$ cat src/rtl/lsu_split_ctrl.sv
// Load/store unit access splitter.
// Turns one byte/half/word access at an arbitrary byte address into one or
// two word-aligned memory beats, then realigns and extends the load data.
//
// Handshakes:
//   req:  a request transfers on a rising edge where req_valid && req_ready.
//         req_ready is high only in IDLE. The req_* fields need only be valid
//         in that accepting cycle.
//   mem:  a beat completes on a rising edge where mem_req && mem_ready.
//         mem_rdata is sampled on that same edge. While mem_ready is low,
//         every mem_* output is held.
//   resp: resp_valid is a single-cycle pulse with no back-pressure.
//         resp_rdata and resp_split hold until the next pulse.
module lsu_split_ctrl (
    input  logic        clk,
    input  logic        rst_n,
    input  logic        req_valid,
    output logic        req_ready,
    input  logic [31:0] req_addr,
    input  logic        req_we,
    input  logic [1:0]  req_size,
    input  logic        req_unsigned,
    input  logic [31:0] req_wdata,
    output logic        mem_req,
    input  logic        mem_ready,
    output logic [31:0] mem_addr,
    output logic        mem_we,
    output logic [3:0]  mem_wstrb,
    output logic [31:0] mem_wdata,
    input  logic [31:0] mem_rdata,
    output logic        resp_valid,
    output logic [31:0] resp_rdata,
    output logic        resp_split,
    output logic [1:0]  dbg_state
);

    typedef enum logic [1:0] {
        S_IDLE  = 2'd0,
        S_BEAT0 = 2'd1,
        S_BEAT1 = 2'd2,
        S_RESP  = 2'd3
    } state_t;

    state_t      r_state;

    // Fields captured when a request is accepted
    logic        r_we;
    logic [1:0]  r_size;
    logic        r_unsigned;
    logic [1:0]  r_off;
    logic        r_split;
    logic [3:0]  r_strb_hi;
    logic [31:0] r_wdata_hi;
    logic [31:0] r_addr_hi;
    logic [31:0] r_lo;
    logic [31:0] r_hi;

    // Registered outputs
    logic        r_mem_req;
    logic [31:0] r_mem_addr;
    logic        r_mem_we;
    logic [3:0]  r_mem_wstrb;
    logic [31:0] r_mem_wdata;
    logic        r_resp_valid;
    logic [31:0] r_resp_rdata;
    logic        r_resp_split;

    // Decode of the incoming request
    logic [1:0]  w_off;
    logic [3:0]  w_mask;
    logic [7:0]  w_strb8;
    logic        w_split;
    logic [63:0] w_wdata_sh;
    logic [31:0] w_base;
    logic [31:0] w_res_single;
    logic [31:0] w_res_double;

    // Shift the 64-bit {hi,lo} window down by the byte offset and extend
    function automatic logic [31:0] f_load_result(
        input logic [63:0] data,
        input logic [1:0]  off,
        input logic [1:0]  size,
        input logic        uns
    );
        logic [63:0] sh;
        logic [31:0] raw;
        logic [31:0] res;
        sh  = data >> {off, 3'b000};
        raw = sh[31:0];
        case (size)
            2'd0:    res = uns ? {24'd0, raw[7:0]}  : {{24{raw[7]}}, raw[7:0]};
            2'd1:    res = uns ? {16'd0, raw[15:0]} : {{16{raw[15]}}, raw[15:0]};
            default: res = raw;
        endcase
        return res;
    endfunction

    // Byte-lane mask for the access size; size 3 behaves as a word
    always_comb begin
        w_mask = 4'b1111;
        case (req_size)
            2'd0:    w_mask = 4'b0001;
            2'd1:    w_mask = 4'b0011;
            default: w_mask = 4'b1111;
        endcase
    end

    assign w_off      = req_addr[1:0];
    assign w_strb8    = {4'b0000, w_mask} << w_off;
    assign w_split    = |w_strb8[7:4];
    assign w_wdata_sh = {32'd0, req_wdata} << {w_off, 3'b000};
    assign w_base     = {req_addr[31:2], 2'b00};

    // Load results for the two completion paths; stores always return 0
    assign w_res_single = r_we ? 32'd0
                               : f_load_result({32'd0, mem_rdata}, r_off, r_size, r_unsigned);
    assign w_res_double = r_we ? 32'd0
                               : f_load_result({mem_rdata, r_lo}, r_off, r_size, r_unsigned);

    // Main FSM: sequencing plus all registered memory and response outputs
    always_ff @(posedge clk) begin
        if (!rst_n) begin
            r_state      <= S_IDLE;
            r_we         <= 1'b0;
            r_size       <= 2'd0;
            r_unsigned   <= 1'b0;
            r_off        <= 2'd0;
            r_split      <= 1'b0;
            r_strb_hi    <= 4'd0;
            r_wdata_hi   <= 32'd0;
            r_addr_hi    <= 32'd0;
            r_lo         <= 32'd0;
            r_hi         <= 32'd0;
            r_mem_req    <= 1'b0;
            r_mem_addr   <= 32'd0;
            r_mem_we     <= 1'b0;
            r_mem_wstrb  <= 4'd0;
            r_mem_wdata  <= 32'd0;
            r_resp_valid <= 1'b0;
            r_resp_rdata <= 32'd0;
            r_resp_split <= 1'b0;
        end else begin
            r_resp_valid <= 1'b0;
            case (r_state)
                S_IDLE: begin
                    if (req_valid) begin
                        r_we        <= req_we;
                        r_size      <= req_size;
                        r_unsigned  <= req_unsigned;
                        r_off       <= w_off;
                        r_split     <= w_split;
                        r_strb_hi   <= w_strb8[7:4];
                        r_wdata_hi  <= w_wdata_sh[63:32];
                        r_addr_hi   <= w_base + 32'd4;
                        r_mem_req   <= 1'b1;
                        r_mem_addr  <= w_base;
                        r_mem_we    <= req_we;
                        r_mem_wstrb <= w_strb8[3:0];
                        r_mem_wdata <= w_wdata_sh[31:0];
                        r_state     <= S_BEAT0;
                    end
                end
                S_BEAT0: begin
                    if (mem_ready) begin
                        r_lo <= mem_rdata;
                        r_hi <= 32'd0;
                        if (r_split) begin
                            r_mem_addr  <= r_addr_hi;
                            r_mem_wstrb <= r_strb_hi;
                            r_mem_wdata <= r_wdata_hi;
                            r_state     <= S_BEAT1;
                        end else begin
                            r_mem_req    <= 1'b0;
                            r_mem_we     <= 1'b0;
                            r_mem_wstrb  <= 4'd0;
                            r_resp_valid <= 1'b1;
                            r_resp_rdata <= w_res_single;
                            r_resp_split <= 1'b0;
                            r_state      <= S_RESP;
                        end
                    end
                end
                S_BEAT1: begin
                    if (mem_ready) begin
                        r_hi         <= mem_rdata;
                        r_mem_req    <= 1'b0;
                        r_mem_we     <= 1'b0;
                        r_mem_wstrb  <= 4'd0;
                        r_resp_valid <= 1'b1;
                        r_resp_rdata <= w_res_double;
                        r_resp_split <= 1'b1;
                        r_state      <= S_RESP;
                    end
                end
                S_RESP: begin
                    r_state <= S_IDLE;
                end
                default: begin
                    r_state <= S_IDLE;
                end
            endcase
        end
    end

    assign req_ready  = (r_state == S_IDLE);
    assign mem_req    = r_mem_req;
    assign mem_addr   = r_mem_addr;
    assign mem_we     = r_mem_we;
    assign mem_wstrb  = r_mem_wstrb;
    assign mem_wdata  = r_mem_wdata;
    assign resp_valid = r_resp_valid;
    assign resp_rdata = r_resp_rdata;
    assign resp_split = r_resp_split;
    assign dbg_state  = r_state;

endmodule
$ cat config.mk
export PLATFORM = sky130hd
export DESIGN_NAME = lsu_split_ctrl
export DESIGN_NICKNAME = d
export VERILOG_FILES = /design/src/rtl/lsu_split_ctrl.sv
export SDC_FILE = /design/constraint.sdc
export NUM_CORES = 1
export LEC_CHECK = 0
export CAP_MARGIN = 20
export CELL_PAD_IN_SITES_DETAIL_PLACEMENT = 0
export CELL_PAD_IN_SITES_GLOBAL_PLACEMENT = 1
export CORE_ASPECT_RATIO = 0.7
export CORE_MARGIN = 8
export CORE_UTILIZATION = 41
export CTS_BUF_LIST = sky130_fd_sc_hd__clkbuf_2
export DETAILED_ROUTE_END_ITERATION = 7
export PLACE_DENSITY_LB_ADDON = 0.25
export SETUP_SLACK_MARGIN = 0.1
export SKIP_LAST_GASP = 1
export SLEW_MARGIN = 10
export SYNTH_ARGS = -nofsm -noshare
export SYNTH_HDL_FRONTEND = slang
export SYNTH_SLANG_ARGS = --single-unit
export TNS_END_PERCENT = 50
$ cat constraint.sdc
create_clock -name clk -period 2.2 [get_ports clk]
set_input_delay 0.33 -clock clk [delete_from_list [all_inputs] [get_ports clk]]
set_output_delay 0.33 -clock clk [all_outputs]
set_load 0.01 [all_outputs]
==> run_results.csv <==
group,metric,value,unit
timing,fmax,481,MHz
cells_and_area,final_cell_area,14500,µm²
routing,route.met3.wl,3900,µm
synthesis,synth_mux_area_share,17.0,%
timing,worst_slew_pin_slew,0.822,ns
routing,met1Wirelength,18100,µm
synthesis,synth_top_family_by_area,"compound AO/OA/AOI/OAI gates",
cells_and_area,nNetsFinal,1579,
timing,setup_viol,0,
cells_and_area,finalNonFillerCells,1847,
global_routing,grt_max_degree,53,
floorplan,initial_utilization,41.4,%
worst_setup_path,arrival,1.75,ns
clocking,cts_htree_levels,4,
floorplan,die-area,32400,µm²
synthesis,synth_xor_area_share,0.797,%
clocking,cts_sinks,200,
clocking,clk_path_buf_depth,2,
worst_setup_path,endpoint_kind,"output port",
synthesis,yosysTopAreaCell,"dfxtp_1",
timing,rsz0062_at_grt,"true",
synthesis,synth_area_leaders,"dfxtp_1, mux4_2, mux2i_1",
routing,via_count,10500,
worst_setup_path,path_cells,"clkdlybuf4s50_1",
worst_setup_path,start_kind,"register",
synthesis,ys_seq_area_share,36.5,%
global_routing,first_global_vias,10100,
timing,hold_viol,0,
clocking,clk_pin_slew_worst_paths,0.28,ns
global_routing,grt-ovfl-total,0,
global_routing,antenna_found_initial,1,
timing,finClkSkew,0.0360,ns
floorplan,core_area,26500,µm²
timing,maxSlewViolCount,0,
global_routing,grt_pass1_wl,59000,µm
worst_setup_path,path_delay_family,"buffers and inverters",
synthesis,synth-simple-area-share,19.6,%
pwr,irDropWorstVdd,0.000734,V
routing,drtAntennaViolNets,0,
min_path,min_path_type,"input port to register",
synthesis,ys.flop_type,"dfxtp_1",
job,cap_violations,0,
global_routing,gr-usage-all-layers,22.8,%
synthesis,synth_cell_types,75,
routing,drt_first_pass_iters,6,
timing,fin_crit_sh,94.4,%
run_status,status,"finished clean",
routing,vias_per_cell,5.70,
synthesis,synth_adder_area_share,0.684,%
floorplan,die_h,153,µm
routing,drt-total-wl,38400,µm
clocking,cts_tree,"built",
worst_setup_path,required,1.87,ns
clocking,numCtsBuffers,17,
routing,drc,0,
synthesis,netlist_instances,1240,
worst_setup_path,critPathMaxFanout,2,
routing,highest_layer,"met4",
timing,period_minus_slack,2.08,ns
floorplan,die_x,212,µm
synthesis,ys_ff_latch,200,
synthesis,synth_top_area_share,36.5,%
synthesis,yosys_warnings,0,
synthesis,ys_async_sr_fraction,0,%
place,place_inst,1805,
worst_setup_path,crit_buf_inv,1,
cells_and_area,drive_gt1_share,20.1,%
synthesis,synth-compound-area-share,20.0,%
worst_setup_path,crit_type,"register to output port",
routing,drt_iter0_drc,892,
worst_setup_path,slowest_delay,0.56,ns
place,post_dp_cell_area,14000,µm²
clocking,clock_latency,0.79,ns
routing,met2WireLength,16100,µm
cells_and_area,syn_to_final_growth,31.9,%
place,place_hpwl,28500,µm
timing,relSlewSlack,44.6,%
pwr,power_density,1100,nW/µm²
clocking,clockRootBuffer,"clkbuf_2",
floorplan,placementRows,50,
synthesis,synth_edf_count,0,
routing,wl_per_cell,20.8,µm
floorplan,io_pins,211,
place,io_buffers,208,
synthesis,synth_area_per_cell,8.86,µm²
pwr,power_leakage,5.72,nW
worst_setup_path,cpMaxStageDelayCell,"clkdlybuf4s50_1",
synthesis,synth_area,11000,µm²
place,gp_congestion,0.955,
path summary, 6_finish.rpt:
path | startpoint | to | slack [ns] | cells after the start
worst min-delay path | req_unsigned | r_unsigned | 0.10 | 3
worst min register to register | r_lo[2] | r_lo[2] | 0.47 | 2
worst max register to register | r_off[1] | resp_rdata[29] | 0.18 | 5
worst max-delay path | resp_rdata[14] | resp_rdata[14] | 0.12 | 1
layout make-up:
class / count / area, µm²
fill: 2510 / 12000
multi-input combinational: 909 / 6470
sequential: 200 / 4090
timing repair buffer: 330 / 3160
tap: 364 / 455
clock inverter: 14 / 180
clock buffer: 17 / 85.1
inverter: 11 / 43.8
antenna: 2 / 5.00
kinds of logic after synthesis:
| logic type | Yosys count |
|---|---|
| DFF | 200 |
| buffers and inverters | 132 |
| xor gates and xnor gates | 10 |
| adders and majority gates | 6 |
| muxes | 135 |
| other | 1 |
| and+or+nand+nor | 453 |
| AOI/OAI and AO/OA | 303 |
through the flow:
step	setup TNS [ns]	power (mW)	worst slack, ns	utilization, %	hold slack (ns)
final	0	16.0	0.123	54.6	0.101
after global routing	0	17.0	0.00116	54.6	0.00175
after CTS	-0.0943	15.9	-0.0943	54.0	0.0176
after detailed placement	-1.54	14.0	-0.188	52.8	0.447
after global placement	-0.989	14.0	-0.136	52.8	0.438
after floorplan	0	10.1	0.140	-	0.426
worst min-delay path: stages:
cell and delay (ns):
clkdlybuf4s50_1 0.42, nand2_1 0.06, a21oi_1 0.05
registers in the layout (all words and copies together) (netlist names):
name / count
r_addr_hi: 30
resp_valid: 1
r_lo: 32
r_unsigned: 1
mem_wdata: 32
resp_split: 1
resp_rdata: 32
r_we: 1
dbg_state: 2
r_wdata_hi: 24
mem_we: 1
mem_addr: 30
mem_wstrb: 4
mem_req: 1
r_split: 1
r_strb_hi: 3
r_size: 2
r_off: 2
placed cells by master (no fill, tap or decap), drive strengths merged, types with 17 or more instances in the layout:
cell             n
dfxtp          200
nand2          142
nor2           133
clkdlybuf4s50  130
buf            122
mux2i           79
a211oi          60
a21oi           56
dlygate4sd2     51
mux4            40
nand3           30
nor3            30
o21ai           27
dlymetal6s2s    23
o31ai           22
o211ai          21
nand2b          19
nand4           19
clkbuf          18
a22oi           17
and2            17
cells in the mapped netlist (14+ instances only):
master    number
dfxtp_1      200
nand2_1      142
nor2_1       133
clkbuf_1      81
mux2i_1       79
a211oi_1      60
a21oi_1       56
mux4_2        40
nand3_1       30
nor3_1        30
o21ai_0       26
o31ai_1       22
o211ai_1      21
nand2b_1      19
buf_2         18
nand4_1       18
a22oi_1       17
mux2_2        16
a221oi_1      14
routing by layer:
metal / vias to the layer above / track usage, %
li1: 5083 / -
met1: 5063 / 32.8
met2: 368 / 32.8
met3: 21 / 7.89
met4: 0 / 3.76
met5: - / 0
power by group:
| part | total [mW] | internal (mW) | leakage, nW | switching, mW |
|---|---|---|---|---|
| clock network | 2.04 | 0.732 | 0.152 | 1.31 |
| registers | 5.48 | 4.81 | 1.66 | 0.668 |
| logic | 8.46 | 3.87 | 3.90 | 4.59 |
repair_timing:
item,4_1_cts,5_1_grt
hold buffers,3,0
gates resized for setup,95,57
buffers inserted,3,3
endpoints found under the hold margin,18,0
setup endpoints to repair,136,101
No activity file was read; power rests on OpenSTA's default activity.
